==> config.mk <==
export PLATFORM = sky130hd
export DESIGN_NAME = prog_rom_arbiter
export DESIGN_NICKNAME = d
export VERILOG_FILES = /design/src/rtl/prog_rom_arbiter.sv
export SDC_FILE = /design/constraint.sdc
export NUM_CORES = 1
export LEC_CHECK = 0
export CORE_MARGIN = 5
export CORE_UTILIZATION = 35
export CTS_CLUSTER_SIZE = 10
export DETAILED_ROUTE_END_ITERATION = 8
export HOLD_SLACK_MARGIN = 0.08
export PLACE_DENSITY = 0.79
export SLEW_MARGIN = 40
export SYNTH_ARGS = -nofsm -noshare
export SYNTH_HDL_FRONTEND = slang
export SYNTH_SLANG_ARGS = --single-unit
==> constraint.sdc <==
create_clock -name clk -period 1.2 [get_ports clk]
set_input_delay 0.18 -clock clk [delete_from_list [all_inputs] [get_ports clk]]
set_output_delay 0.18 -clock clk [all_outputs]
set_load 0.02 [all_outputs]
==> src/rtl/prog_rom_arbiter.sv <==
// rtl/prog_rom_arbiter.sv - program ROM arbiter for CPU fetch and debug readback, 2-cycle pipeline
// Optional debug port and starvation guard enabled by defining PROG_ROM_DBG_PORT_EN.
module prog_rom_arbiter (
  input  logic        clk,
  input  logic        rst_n,
  input  logic        cpu_fetch_req,
  input  logic [10:0] cpu_pc,
  output logic        cpu_gnt,
  output logic [13:0] cpu_instr,
  output logic        cpu_instr_valid,
  input  logic        dbg_req,
  input  logic [10:0] dbg_addr,
  output logic        dbg_ack,
  output logic [13:0] dbg_data,
  output logic [10:0] rom_addr,
  input  logic [13:0] rom_data,
  output logic        busy
);

  typedef enum logic [1:0] {
    IDLE    = 2'd0,
    GNT_CPU = 2'd1,
    GNT_DBG = 2'd2
  } grant_t;

  grant_t      grant;
  grant_t      s1_tag;
  logic [10:0] grant_addr;

`ifdef PROG_ROM_DBG_PORT_EN
  logic [1:0] starv_cnt;
  logic       dbg_inflight;
  logic       dbg_eligible;

  assign dbg_eligible = dbg_req && !dbg_inflight;

  // CPU wins unless it is idle or has already starved debug for three grants.
  always_comb begin
    grant      = IDLE;
    grant_addr = rom_addr;
    if (!rst_n) begin
      grant = IDLE;
    end else if (dbg_eligible && ((starv_cnt == 2'd3) || !cpu_fetch_req)) begin
      grant      = GNT_DBG;
      grant_addr = dbg_addr;
    end else if (cpu_fetch_req) begin
      grant      = GNT_CPU;
      grant_addr = cpu_pc;
    end
  end

  always_ff @(posedge clk or negedge rst_n) begin
    if (!rst_n) begin
      starv_cnt    <= 2'd0;
      dbg_inflight <= 1'b0;
    end else begin
      if ((grant == GNT_DBG) || !dbg_eligible) begin
        starv_cnt <= 2'd0;
      end else if (grant == GNT_CPU) begin
        starv_cnt <= starv_cnt + 2'd1;
      end
      // Cleared at the end of the ack cycle, so a new grant waits one more cycle.
      if (grant == GNT_DBG) begin
        dbg_inflight <= 1'b1;
      end else if (dbg_ack) begin
        dbg_inflight <= 1'b0;
      end
    end
  end

  always_ff @(posedge clk or negedge rst_n) begin
    if (!rst_n) begin
      dbg_ack  <= 1'b0;
      dbg_data <= 14'd0;
    end else begin
      dbg_ack <= (s1_tag == GNT_DBG);
      if (s1_tag == GNT_DBG) begin
        dbg_data <= rom_data;
      end
    end
  end
`else
  logic unused_dbg;

  assign unused_dbg = ^{dbg_req, dbg_addr};

  always_comb begin
    grant      = (rst_n && cpu_fetch_req) ? GNT_CPU : IDLE;
    grant_addr = cpu_pc;
  end

  assign dbg_ack  = 1'b0;
  assign dbg_data = 14'd0;
`endif

  assign cpu_gnt = (grant == GNT_CPU);

  // Stage 1: address to the ROM plus the owner tag of that access.
  always_ff @(posedge clk or negedge rst_n) begin
    if (!rst_n) begin
      s1_tag   <= IDLE;
      rom_addr <= 11'd0;
    end else begin
      s1_tag <= grant;
      if (grant != IDLE) begin
        rom_addr <= grant_addr;
      end
    end
  end

  always_ff @(posedge clk or negedge rst_n) begin
    if (!rst_n) begin
      cpu_instr_valid <= 1'b0;
      cpu_instr       <= 14'd0;
    end else begin
      cpu_instr_valid <= (s1_tag == GNT_CPU);
      if (s1_tag == GNT_CPU) begin
        cpu_instr <= rom_data;
      end
    end
  end

  assign busy = (s1_tag != IDLE) || cpu_instr_valid || dbg_ack;

  a_single_pulse: assert property (@(posedge clk) disable iff (!rst_n)
    !(cpu_instr_valid && dbg_ack));

endmodule

# ---- After elaboration in Yosys (flattened, before gate mapping)
# Cells that the tools add are included.
dict set report totals {
  reg_bits 27
  latchBits 0
  ram_bits 0
  mem_bits_ro 0
  in_bits 40
  out_inout_bits 43
  elab_cells 11
  n_memories 0
}
dict set report op_classes {
  n_addsub 0
  multipliers 0
  div 0
  n_lt_le_gt_ge 0
  eq_ne 2
  n_shift 0
  mux 1
  bitwise 0
  n_reduce_logical 4
}
# op n
set op_table {}
lappend op_table {{$reduce_bool 2->1} 2}
lappend op_table {{$eq 1x1->1 const B} 2}
lappend op_table {{$logic_and 1x1->1} 1}
lappend op_table {{$logic_or 1x1->1} 1}
lappend op_table {{$mux 1} 1}

# ---- Logic depth before layout (Yosys ltp)
# Gate-level depths: netlist (run 1).
dict set report logic_depth {
  word_depth 3
  mapped_depth 3
  mapped_depth_nobuf 2
}

# ---- Worst setup path before layout (run 1)
# No wires, ideal clock.
dict set report synth_timing {
  kind {reg2out}
  from {register s1_tag[0]}
  to {output busy}
  arrival_time_ns 0.931
  setup_slack_ns 0.089
  stages_incl_launch_ff 4
  path_buffers 2
  path_cell_list {dfrtp_1 buf_6 buf_12 or2_1}
}
dict set report synth_via {
  elab_chain_cells 2
}
# element line_no
set synth_rtl {}
lappend synth_rtl {{start, declared} 27} ;# grant_t s1_tag;
lappend synth_rtl {{start signal, assigned} 104} ;# s1_tag <= grant;
lappend synth_rtl {{$reduce_bool 2->1} 123} ;# assign busy = (s1_tag != IDLE) || cpu_instr_valid || dbg_ack;
lappend synth_rtl {{$logic_or 1x1->1} 123}
lappend synth_rtl {{end, declared} 17} ;# output logic busy
# No other way between the ends.

# ---- Worst setup path after layout (run 1)
dict set report layout_timing {
  from {register cpu_instr_valid}
  to {output busy}
}
dict set report layout_via {
  elab_chain_cells 1
}
# element line_no
set layout_rtl {}
lappend layout_rtl {{start, declared} 10} ;# output logic cpu_instr_valid,
lappend layout_rtl {{start signal, assigned} 116} ;# cpu_instr_valid <= (s1_tag == GNT_CPU);
lappend layout_rtl {{$logic_or 1x1->1} 123}
# No other way between the ends.

==> results of run 1 <==
## flip-flops by register name, indices dropped and copies added, names as in the netlist
| signal | count |
|---|---|
| cpu_instr | 14 |
| rom_addr | 11 |
| cpu_instr_valid | 1 |
| s1_tag | 1 |
## worst paths after layout
path / startpoint / endpoint / depth (start not counted)
hold reg to reg: cpu_instr[1] / cpu_instr[1] / 1
hold / removal: rst_n / s1_tag[0] / 3
setup / recovery: cpu_instr_valid / busy / 2
max in group asynchronous: rst_n / rom_addr[7] / 3
setup reg to reg: s1_tag[0] / cpu_instr[3] / 2
min in group asynchronous: rst_n / rom_addr[1] / 3
## Yosys cell counts (all sizes together)
| cell type | number |
|---|---|
| dfrtp | 27 |
| mux2 | 25 |
| buf | 18 |
| conb | 1 |
| inv | 1 |
| nand2 | 1 |
| or2 | 1 |
## what timing repair did
item,4_1_cts,5_1_grt
gates resized for setup,82,21
setup endpoints to repair,28,26
hold buffers,0,1
pin swaps,1,0
endpoints found under the hold margin,0,27
gates cloned,0,0
setup buffers,0,12
## placed cells by master (no fill, tap or decap)
cell type	count
dfrtp_1	27
clkdlybuf4s50_1	26
mux2_4	18
buf_4	16
conb_1	15
buf_2	15
mux2_2	7
clkbuf_2	5
clkdlybuf4s15_2	5
clkbuf_4	3
nand2_2	1
inv_1	1
or2_1	1
clkinv_2	1
dlygate4sd3_1	1
dlymetal6s2s_1	1
buf_6	1
dlygate4sd2_1	1
## worst register-to-register path: stages, from the launching register on
cell,delay (ps)
dfrtp_1,380
buf_4,270
mux2_2,370
## cells by family (layout without fill, tap and decap cells)
group / after synthesis / count (layout) / synth area share (%)
other: 1 / 15 / 0.313
AND/OR/NAND/NOR: 2 / 2 / 1.04
buffers and inverters: 19 / 76 / 13.2
flip-flops: 27 / 27 / 56.3
multiplexers: 25 / 25 / 29.1
## metal layers
layer / vias up / part of all wire [%]
met5: - / 0
li1: 356 / -
met2: 35 / 53
met1: 370 / 39
met4: 0 / 0.27
met3: 2 / 8.4
## through the flow
step	TNS (ps)	power [mW]	setup WS, ps
floorplan	0	1.57	88.7
global placement	-2870	1.92	-442
detailed placement	-2940	1.94	-423
CTS	-123	2.27	-86.1
global route	-205	2.40	-129
finish	-82.9	2.27	-65.1
## area by class of cell
type	count	area, um2	share of cell area (%)
clock buffer	3	22.5	1.28
clock inverter	1	5.00	0.284
inverter	1	3.75	0.213
multi-input combinational	42	418	23.7
sequential	27	676	38.4
tap	46	57.6	3.27
timing repair buffer	71	579	32.9
## where the power goes
part | switching [mW] | internal, mW
clock network | 0.255 | 0.125
logic | 0.370 | 0.418
registers | 0.0677 | 1.04
total | 0.692 | 1.58
==> impl_metrics.toml, run 1 <==
[setup_path]
slowest_delay_ps = 400
critPathKind = "register to output port"
arrival_ps = 1090
cp-end-kind = "output port"
rrSetupSlack_ps = 90
critPathSlowestCell = "dfrtp_1"
cp-start-kind = "register"
cp.required_ps = 1020
cp_max_fo = 2
cp_num_buf_inv = 1
path_delay_family = "flip-flops"
crit_chain = "or2_1, buf_6"

[cts]
clkLatencyLatePin_ps = 320
cts_num_sinks = 27
clk_path_buf_depth = 2
cts_root_buf = "clkbuf_4"
cts_made_buffers = 3
cts_tree = "yes"
h-tree-depth = 1
clk_pin_slew_ps = 150

[synth]
yosysUniqueCellTypes = 10
ys_seq_elements = 27
synth.avg_cell_area_um2 = 16.2
netlist_instances = 74
synth_seq_area_share_pct = 56.3
synth_top_area_share_pct = 56.3
yosys.area.top_type = "dfrtp_1"
ys.warnings.count = 0
synth_area_leaders = "dfrtp_1 56%, mux2_4 23%, buf_4 9.4%, mux2_2 6.6%, buf_6 1.9%"
synth_area_um2 = 1200

[worst_hold_path]
min_path_type = "input pin to register"

[drt]
routedWlPerCell_um = 13.8
drtIter0Drc = 32
route.detailed.drc = 0
wl_um = 2630
drtAntennaViolNets = 0
via_per_inst = 3.99
firstDrtPassIters = 2
vias = 763

[timing]
finalCritPeriodShare_pct = 105
setup_violations = 2
fin_hold_ws_ps = 167
fin_worst_skew_ps = 9.38
worst_slack_ps = -65.1
fmax_ghz = 0.790
slew_viol_final = 0
hold_viol = 0
period_minus_slack_ps = 1270
rsz0062_at_grt = "yes"

[finish]
diodes = 0
fin_area_um2 = 1760
area_growth_pct = 46.8
stdcell_count = 191
num-fill-cells = 319
utilization_pct = 52.8
drive_above_1_share_pct = 49.7
nets = 186

[power_and_ir_drop]
p_per_area_nw_per_um2 = 1290
p_leak_nw = 0.888
irDropWorstVdd_mv = 0.534

[floorplanning]
row_count = 21
dieArea_um2 = 4700
pin_count = 83
die_width_um = 68.6
die-height_um = 68.6
start_util_pct = 36.0
coreArea_um2 = 3340

[global_routing]
antenna_found_initial = 0
grt.busiest_layer = "met2"
met2_usage_pct = 19.4
grt_use_met1_pct = 13.0
grt-ovfl-total = 0
grtUsageTotal_pct = 10.9
grt_pass1_vias = 768
grt_pass1_wl_um = 3750
use_met3_pct = 2.92
grt_max_degree = 28

[place]
place.gp.congestion = 0.655
port_buffers = 55
placed_area_um2 = 1730
placed_cells = 174
place_hpwl_um = 1900

[status]
run_status = "complete, but fails checks"
failed_checks = "negative setup slack"

[run]
drv.max_cap_violation_count = 0
Power figures use the tool's default switching activity.
==> inputs of run 2 (changes only) <==
--- a/config.mk
+++ b/config.mk
@@ -11,7 +11,7 @@
 export DETAILED_ROUTE_END_ITERATION = 8
 export HOLD_SLACK_MARGIN = 0.08
 export PLACE_DENSITY = 0.79
-export SLEW_MARGIN = 40
+export SLEW_MARGIN = 10
 export SYNTH_ARGS = -nofsm -noshare
 export SYNTH_HDL_FRONTEND = slang
 export SYNTH_SLANG_ARGS = --single-unit
==> results of run 2 <==
Same layout as run 1: the final DEF is identical, and so are final timing and power.
==> inputs of run 3 (changes only) <==
--- a/config.mk
+++ b/config.mk
@@ -5,7 +5,6 @@
 export SDC_FILE = /design/constraint.sdc
 export NUM_CORES = 1
 export LEC_CHECK = 0
-export CORE_MARGIN = 5
 export CORE_UTILIZATION = 35
 export CTS_CLUSTER_SIZE = 10
 export DETAILED_ROUTE_END_ITERATION = 8
==> run 3 against run 2 <==
The flow still finishes with violations (negative setup slack). Flip-flop and latch count did not move. Worst hold slack improved by 11 ps. Clock power fell by 3%. Critical endpoint unchanged. Largest cell class unchanged.
==> impl_metrics.toml, run 3 (synthesis gave the netlist of run 1 again) <==
[place]
place_hpwl_um = 1770
placed_area_um2 = 1730
dp_slack_ps = -415
place.gp.congestion = 0.714
port_buffers = 55

[run]
drv.max_cap_violation_count = 0

[floorplanning]
dieArea_um2 = 3670
start_util_pct = 38.1
die_width_um = 60.6
row_count = 20
coreArea_um2 = 3150
die-height_um = 60.6
pin_count = 83

[finish]
utilization_pct = 53.6
diodes = 0
top_regs = "cpu_instr (14), rom_addr (11)"
fin_area_um2 = 1690
largest_reg_flops = 14
regMostFlops = "cpu_instr"
area_growth_pct = 40.8
drive_above_1_share_pct = 48.2
nets = 180
layout_common_cells = "27 x dfrtp_1, 26 x clkdlybuf4s50_1, 18 x mux2_4, 15 x conb_1, 15 x buf_2"
final_common_cell = "dfrtp_1"

[cts]
clk_path_buf_depth = 2
cts_num_sinks = 27
clk_pin_slew_ps = 140
cts_tree = "yes"
h-tree-depth = 1
clkLatencyLatePin_ps = 310
cts_root_buf = "clkbuf_4"
cts_made_buffers = 3

[timing]
fin_hold_ws_ps = 177
rsz0062_at_grt = "yes"
setup_violations = 1
slew_viol_final = 0
worst_slack_ps = -68.0
fin_worst_skew_ps = 2.83
period_minus_slack_ps = 1270
finalCritPeriodShare_pct = 106
hold_viol = 0
fmax_ghz = 0.789

[drt]
routedWlPerCell_um = 12.9
via_per_inst = 4.04
wl_um = 2370
drtIter0Drc = 11
drtAntennaViolNets = 0
vias = 739
firstDrtPassIters = 3
route.detailed.drc = 0

[power_and_ir_drop]
total_power_mw = 2.19
p_per_area_nw_per_um2 = 1300
p_leak_nw = 0.857
irDropWorstVdd_mv = 0.518

[setup_path]
cp_num_buf_inv = 1
cp.required_ps = 1020
critPathSlowestCell = "dfrtp_1"
critPathKind = "register to output port"
crit_chain = "or2_1, buf_6"
slowest_delay_ps = 400
path_delay_family = "flip-flops"
cp-start-kind = "register"
arrival_ps = 1090
cp_max_fo = 2
cp-end-kind = "output port"

[global_routing]
grt_max_degree = 28
grt-ovfl-total = 0
grt_pass1_vias = 739
grtUsageTotal_pct = 14.0
antenna_found_initial = 0
grt_pass1_wl_um = 3590

[worst_hold_path]
min_path_type = "input pin to register"

[status]
failed_checks = "negative setup slack"
run_status = "complete, but fails checks"
==> run 3: cell types whose count changed in the layout (fill, tap and decap cells not counted) <==
cell / delta
buf_4: -7
buf_6: +2
clkbuf_2: +5
clkdlybuf4s15_2: -5
dlygate4sd2_1: -1
==> run 3: timing repair <==
item / in CTS / in global routing
setup endpoints to repair: 28 / 28
buffers inserted: 1 / 4
gates resized for setup: 80 / 29
hold endpoints to repair: 0 / 27
hold buffers: 0 / 1
pin swaps: 1 / 0
==> run 3: final timing paths <==
path	from	to	slack, ps	cells after the start
max	cpu_instr_valid	busy	-70	2
min	rst_n	s1_tag[0]	180	3
max reg2reg	s1_tag[0]	cpu_instr[3]	60	3
min reg2reg	cpu_instr[0]	cpu_instr[0]	520	1
max in group asynchronous	rst_n	rom_addr[5]	480	3
min in group asynchronous	rst_n	cpu_instr[13]	480	3
==> run 3: layout make-up <==
cell class,count,area [um2]
tap,44,55.1
clock buffer,3,22.5
inverter,1,3.75
sequential,27,676
multi-input combinational,42,418
fill,305,1460
clock inverter,1,5.00
timing repair buffer,65,509
==> run 3: metrics by stage <==
stage               cells  TNS [ps]
finish                183     -68.0
global route          183      -140
CTS                   178     -93.4
detailed placement    173     -2990
global placement      173     -2820
floorplan              88         0
==> run 3: worst min-delay path: cells and delay by family <==
family,cells,cell delay (ps)
buffers and inverters,2,200
and+or+nand+nor,1,80
==> run 3: metal layers <==
metal	share of wire, %	GRT usage, %
met5	0	0
met2	52	24.3
met1	40	17.4
met4	1.1	6.82
met3	6.6	1.28
==> run 3: power breakdown <==
| part | internal [mW] | switching, mW |
|---|---|---|
| logic | 0.362 | 0.362 |
| clock network | 0.124 | 0.244 |
| registers | 1.04 | 0.0627 |
==> variant 1 (settings of run 3) <==
Re-encode `grant_t` (3 values) as one-hot, 3 bits wide.
--- a/src/rtl/prog_rom_arbiter.sv
+++ b/src/rtl/prog_rom_arbiter.sv
@@ -19,6 +19,6 @@
 
-  typedef enum logic [1:0] {
-    IDLE    = 2'd0,
-    GNT_CPU = 2'd1,
-    GNT_DBG = 2'd2
+  typedef enum logic [2:0] {
+    IDLE    = 3'b001,
+    GNT_CPU = 3'b010,
+    GNT_DBG = 3'b100
   } grant_t;
Check against the original RTL: no difference found for any inputs over 10 cycles, from zero or initial values and one cycle with rst_n low; not proved beyond that.
==> variant 1 against run 3 <==
  * The run still ends with negative setup slack left
  * Synthesized area rose by 0.52%
  * Setup slack got worse by 0.30 ns
  * Power rose by 15%
  * Cell area rose by 6.6%
  * Synthesized cell count rose by 4.1%
  * Count of clock-buffer cells in the layout rose by 1
  * Wire length rose by 8.9%
  * Clock skew rose by 0.0016 ns
  * Core utilization rose by 3.5 points
  * Sequential cell count rose by 1
  * Maximum frequency fell by 19%
  * Critical path type unchanged
==> variant 1: results (changes against run 3) <==
[cells_and_area]
nNetsFinal=187  ; +3.9%
top_regs=cpu_instr: 14 flops, rom_addr: 11 flops, s1_tag: 2 flops
layout-drive-gt1-share=0.507  ; +0.0248
fillers=301  ; -1.3%

[place]
dp_cells=175  ; +1.2%
place_area_um2=1740  ; +0.14%
pre_cts_ws_ns=-0.475  ; -0.0598 ns
detailed_place_hpwl_mm=1.76  ; -0.55%
place_congestion=0.694  ; -2.8%

[timing]
timing.hold.ws_ns=0.247  ; +0.0697 ns
setup_viol=16  ; +15
setup_ws_ns=-0.363  ; -0.295 ns
clock_skew_ns=0.00442  ; +0.00158 ns
fin_setup_tns_ns=-3.58  ; -3.51 ns

[grt]
grt_util_all_layers=0.150  ; +0.00994
grt_start_max_net_pins=29  ; +3.6%
grt_pass1_wl_mm=3.96  ; +10%
grt_pass1_vias=863  ; +17%
antenna_found_initial=0  ; unchanged

[power_and_ir_drop]
peakVddDrop_v=0.000530  ; +2.3%
p_per_area_nw_per_um2=1400  ; +7.9%
p_leak_nw=0.919  ; +7.2%

[setup_path]
cp_data_arrival_time_ns=1.38  ; +0.29 ns
rrSetupSlack_ns=-0.24  ; -0.30 ns
r2r-start=s1_tag[0]$_DFF_PN1_
rr_worst_depth=5  ; +2
reg2reg_to=cpu_instr[7]$_DFFE_PN0N_
slowest_delay_ns=0.56  ; +0.16 ns
critPathCapture=busy
cp-start-kind=register
critPathSlowestCell=dfstp_2
cp-end-kind=output port
critPathTopFamily=flip-flops

[logic_synthesis]
ys_seq_area_frac=0.582  ; +0.0189
synth-async-reset-ratio=1.00  ; unchanged
ys_top_cells_by_count=dfrtp_1 (27), buf_4 (16), mux2_2 (16), mux2_4 (9), inv_1 (2)
synth_compound_area_frac=0  ; unchanged
synthXorXnorAreaFrac=0  ; unchanged
synth-seq-cells=28  ; +3.7%
synth.distinct_cells=12  ; +2
synth_area_leaders=dfrtp_1 (56%), mux2_2 (15%), mux2_4 (11%)
synthMuxAreaShare=0.261  ; -0.0295
avgSynthCellArea_um2=15.7  ; -3.4%

[routing]
viasPerCell=4.14  ; +2.6%
dr.first_iter.drc_count=11  ; unchanged
routed_wl_mm=2.58  ; +8.9%
routed-via-count=787  ; +6.5%

[status]
outcome=finished, violations left
violations=negative setup slack

[cts]
cts-buffers-inserted=3  ; unchanged

[worst_hold_path]
hold_path_class=in -> async

## variant 1: cell count changes in the layout (fill, tap and decap cells not counted), moves of 3 or more
| cell | before | now |
|---|---|---|
| mux2_2 | 7 | 11 |
| buf_2 | 15 | 12 |
| mux2_4 | 18 | 14 |
| clkdlybuf4s15_2 | 0 | 3 |
## variant 1: what timing repair did
item	CTS	global route
resized for setup	83	26
endpoints found under the setup margin	42	42
hold endpoints to repair	0	0
buffers inserted	5	6
pin swaps	0	0
## variant 1: report_power, final
| part | total (W) | switching, W | internal (W) |
|---|---|---|---|
| Sequential | 0.00119 | 0.0000879 | 0.00111 |
| Combinational | 0.000869 | 0.000426 | 0.000444 |
| Clock | 0.000455 | 0.000269 | 0.000185 |
| Total | 0.00252 | 0.000783 | 0.00174 |
## variant 1: routing by layer
metal | track usage | up-vias | share of wire
met5 | 0 | - | 0
met3 | 0.0235 | 2 | 0.048
met2 | 0.284 | 40 | 0.54
met1 | 0.170 | 386 | 0.40
li1 | - | 359 | -
met4 | 0.0487 | 0 | 0.010
## variant 1: cells by family after synthesis
family,count (synthesis)
buffers and inverters,20
flip-flops,28
multiplexers,25
other,1
AND/OR/NAND/NOR,3
## variant 1: worst register-to-register path: cells and delay by family (launching register included)
family	cells	cell delay, ns
buffers and inverters	3	0.32
and+or+nand+nor	1	0.17
DFF	1	0.56
muxes	1	0.30
## variant 1: layout make-up
class,instances,share of cell area
sequential,28,0.390
timing repair buffer,69,0.322
multi-input combinational,43,0.233
tap,44,0.0306
clock buffer,4,0.0202
inverter,2,0.00417
==> variant 2 (settings of run 3) <==
Without the edit above. The option `PROG_ROM_DBG_PORT_EN` is turned on by a define.
--- a/src/rtl/prog_rom_arbiter.sv
+++ b/src/rtl/prog_rom_arbiter.sv
@@ -2,2 +2,4 @@
 // Optional debug port and starvation guard enabled by defining PROG_ROM_DBG_PORT_EN.
+`define PROG_ROM_DBG_PORT_EN
+
 module prog_rom_arbiter (
Function: changed (Yosys sat finds a counterexample within 4 cycles, from zero or initial values and one cycle with rst_n low).
==> variant 2 against run 3 <==
  * The run still ends with negative setup slack left
  * Critical path type unchanged
  * Wire length grew 110%
  * Power rose to 2.6 times the old value
  * Synthesized area is 57% higher
  * Final cell count grew 72%
  * Global-route usage grew 4.1 points
  * Cell area increased by 92%
  * Largest cell class unchanged
  * Sequential cell count increased by 19
  * Setup slack lost 0.32 ns
==> variant 2: results (changes against run 3) <==
[status]
outcome=finished, violations left
violations=negative setup slack

[cts]
clk_latency_ns=0.28  ; -0.03 ns
clk_transition_reported_paths_ns=0.08  ; -0.06 ns
cts_root_buffer=clkbuf_8
cts_buffer_depth=2  ; unchanged
h-tree-depth=2  ; +1
cts-buffers-inserted=5  ; +2

[cells_and_area]
top_regs=cpu_instr: 14 flops, dbg_data: 14 flops, rom_addr: 11 flops
fillers=438  ; +44%
layout-drive-gt1-share=0.324  ; -0.158
nNetsFinal=286  ; +59%

[routing]
viasPerCell=4.64  ; +15%
routedWlPerCell_um=15.6  ; +21%
routed-via-count=1458  ; +97%
detailedRoute.firstPassIterationCount=2  ; -1
dr.first_iter.drc_count=72  ; +61

[timing]
worst_pin_slew_ns=0.308
setup_ws_ns=-0.384  ; -0.316 ns
setup_viol=46  ; +45
hold_viol=0  ; unchanged
clock_skew_ns=0.00376  ; +0.000922 ns

[grt]
grt_start_max_net_pins=27  ; -3.6%
grt_pass1_wl_mm=7.56  ; +110%
grt_util_all_layers=0.180  ; +0.0408

[logic_synthesis]
synthMuxAreaShare=0.226  ; -0.0653
ys_top_cells_by_count=dfrtp_1 (46), mux2_1 (18), nand2_1 (14), o21ai_1 (12), mux2i_1 (11)
synth_compound_area_frac=0.0405  ; +0.0405
synthAdderAreaFrac=0.00664  ; +0.00664
ys_seq_area_frac=0.610  ; +0.0474
avgSynthCellArea_um2=13.9  ; -14%
synth-async-reset-ratio=1.00  ; unchanged
synth_flop_cell=dfrtp_1
synth_area_leaders=dfrtp_1 (61%), mux2_1 (11%), mux2_2 (6.0%)
synth.distinct_cells=22  ; +12

[setup_path]
slowest_delay_ns=0.40  ; about the same
path_max_fanout=2  ; unchanged
critPathSlowestCell=dfrtp_1
cp_data_arrival_time_ns=1.40  ; +0.31 ns

[place]
place_congestion=0.680  ; -4.7%
detailed_place_hpwl_mm=3.07  ; +73%
portBuffers=82  ; +49%

[power_and_ir_drop]
power_switching_w=0.00192  ; +190%
peakVddDrop_v=0.000898  ; +73%
p_leak_nw=1.56  ; +82%
p_comb_frac=0.442  ; +0.112
powerSeq_w=0.00229  ; +110%

[worst_hold_path]
hold_path_class=reg -> reg

[run]
cap_viol_max_count=0  ; unchanged

[variant 2: cell count changes after synthesis, sizes merged, moves of 2 or more]
| cell | run 3 | this run |
|---|---|---|
| and3 | 0 | 2 |
| mux2i | 0 | 11 |
| mux2 | 25 | 28 |
| dfrtp | 27 | 46 |
| o21ai | 0 | 12 |
| nor2b | 0 | 4 |
| a21oi | 0 | 2 |
| nand2 | 1 | 14 |
| buf | 18 | 8 |
[variant 2: cells by family after synthesis]
group,Yosys count
adder cells (fa/ha/maj),1
flip-flops,46
AND/OR/NAND/NOR,25
buffers and inverters,10
multiplexers,39
AO/OA/AOI/OAI,15
[variant 2: final cells by class]
type / count / share of cell area
inverter: 2 / 0.00232
timing repair buffer: 110 / 0.343
clock buffer: 6 / 0.0255
tap: 70 / 0.0270
sequential: 46 / 0.355
multi-input combinational: 80 / 0.247
[variant 2: worst paths after layout]
path | depth (start not counted) | startpoint | endpoint | slack [ns]
hold / removal | 2 | rom_addr[8]$_DFFE_PN0P_ | rom_addr[8]$_DFFE_PN0P_ | 0.49
setup reg to reg | 7 | starv_cnt[1]$_DFFE_PN0P_ | rom_addr[8]$_DFFE_PN0P_ | -0.33
min in group asynchronous | 4 | rst_n | rom_addr[6]$_DFFE_PN0P_ | 0.56
hold reg to reg | 2 | rom_addr[8]$_DFFE_PN0P_ | rom_addr[8]$_DFFE_PN0P_ | 0.49
max in group asynchronous | 4 | rst_n | dbg_data[12]$_DFFE_PN0P_ | 0.31
setup / recovery | 5 | starv_cnt[1]$_DFFE_PN0P_ | cpu_gnt | -0.38
[variant 2: metal layers]
metal / wire [µm] / up-vias / track usage
met5: 0 / - / 0
met4: 63 / 0 / 0.0556
met3: 275 / 9 / 0.0450
met2: 2500 / 46 / 0.305
met1: 2060 / 723 / 0.229
li1: - / 680 / -
[variant 2: metrics by stage]
| stage | power (W) | setup WS, ns | cell area (µm²) | setup TNS [ns] |
|---|---|---|---|---|
| 2_1_floorplan | 0.00344 | -0.209 | 1900 | -1.60 |
| 3_3_place_gp | 0.00463 | -0.664 | 2860 | -8.73 |
| 3_5_place_dp | 0.00468 | -0.683 | 2860 | -10.01 |
| 4_1_cts | 0.00570 | -0.364 | 3170 | -6.76 |
| 5_1_grt | 0.00603 | -0.439 | 3240 | -8.70 |
| 6_report | 0.00574 | -0.384 | 3240 | -6.68 |
[variant 2: worst max-delay path: cells and delay by family (launching register included)]
kind                       cells  cell delay, ns
DFF                            1            0.40
and+or+nand+nor                3            0.41
buffers and inverters          1            0.11
adders and majority gates      1            0.20
[variant 2: timing repair]
action,4_1_cts,5_1_grt
hold endpoints to repair,46,0
hold buffers,1,0
setup buffers,10,3
cloned,2,0
resized for setup,104,38
pin swaps,1,3
setup endpoints to repair,85,74
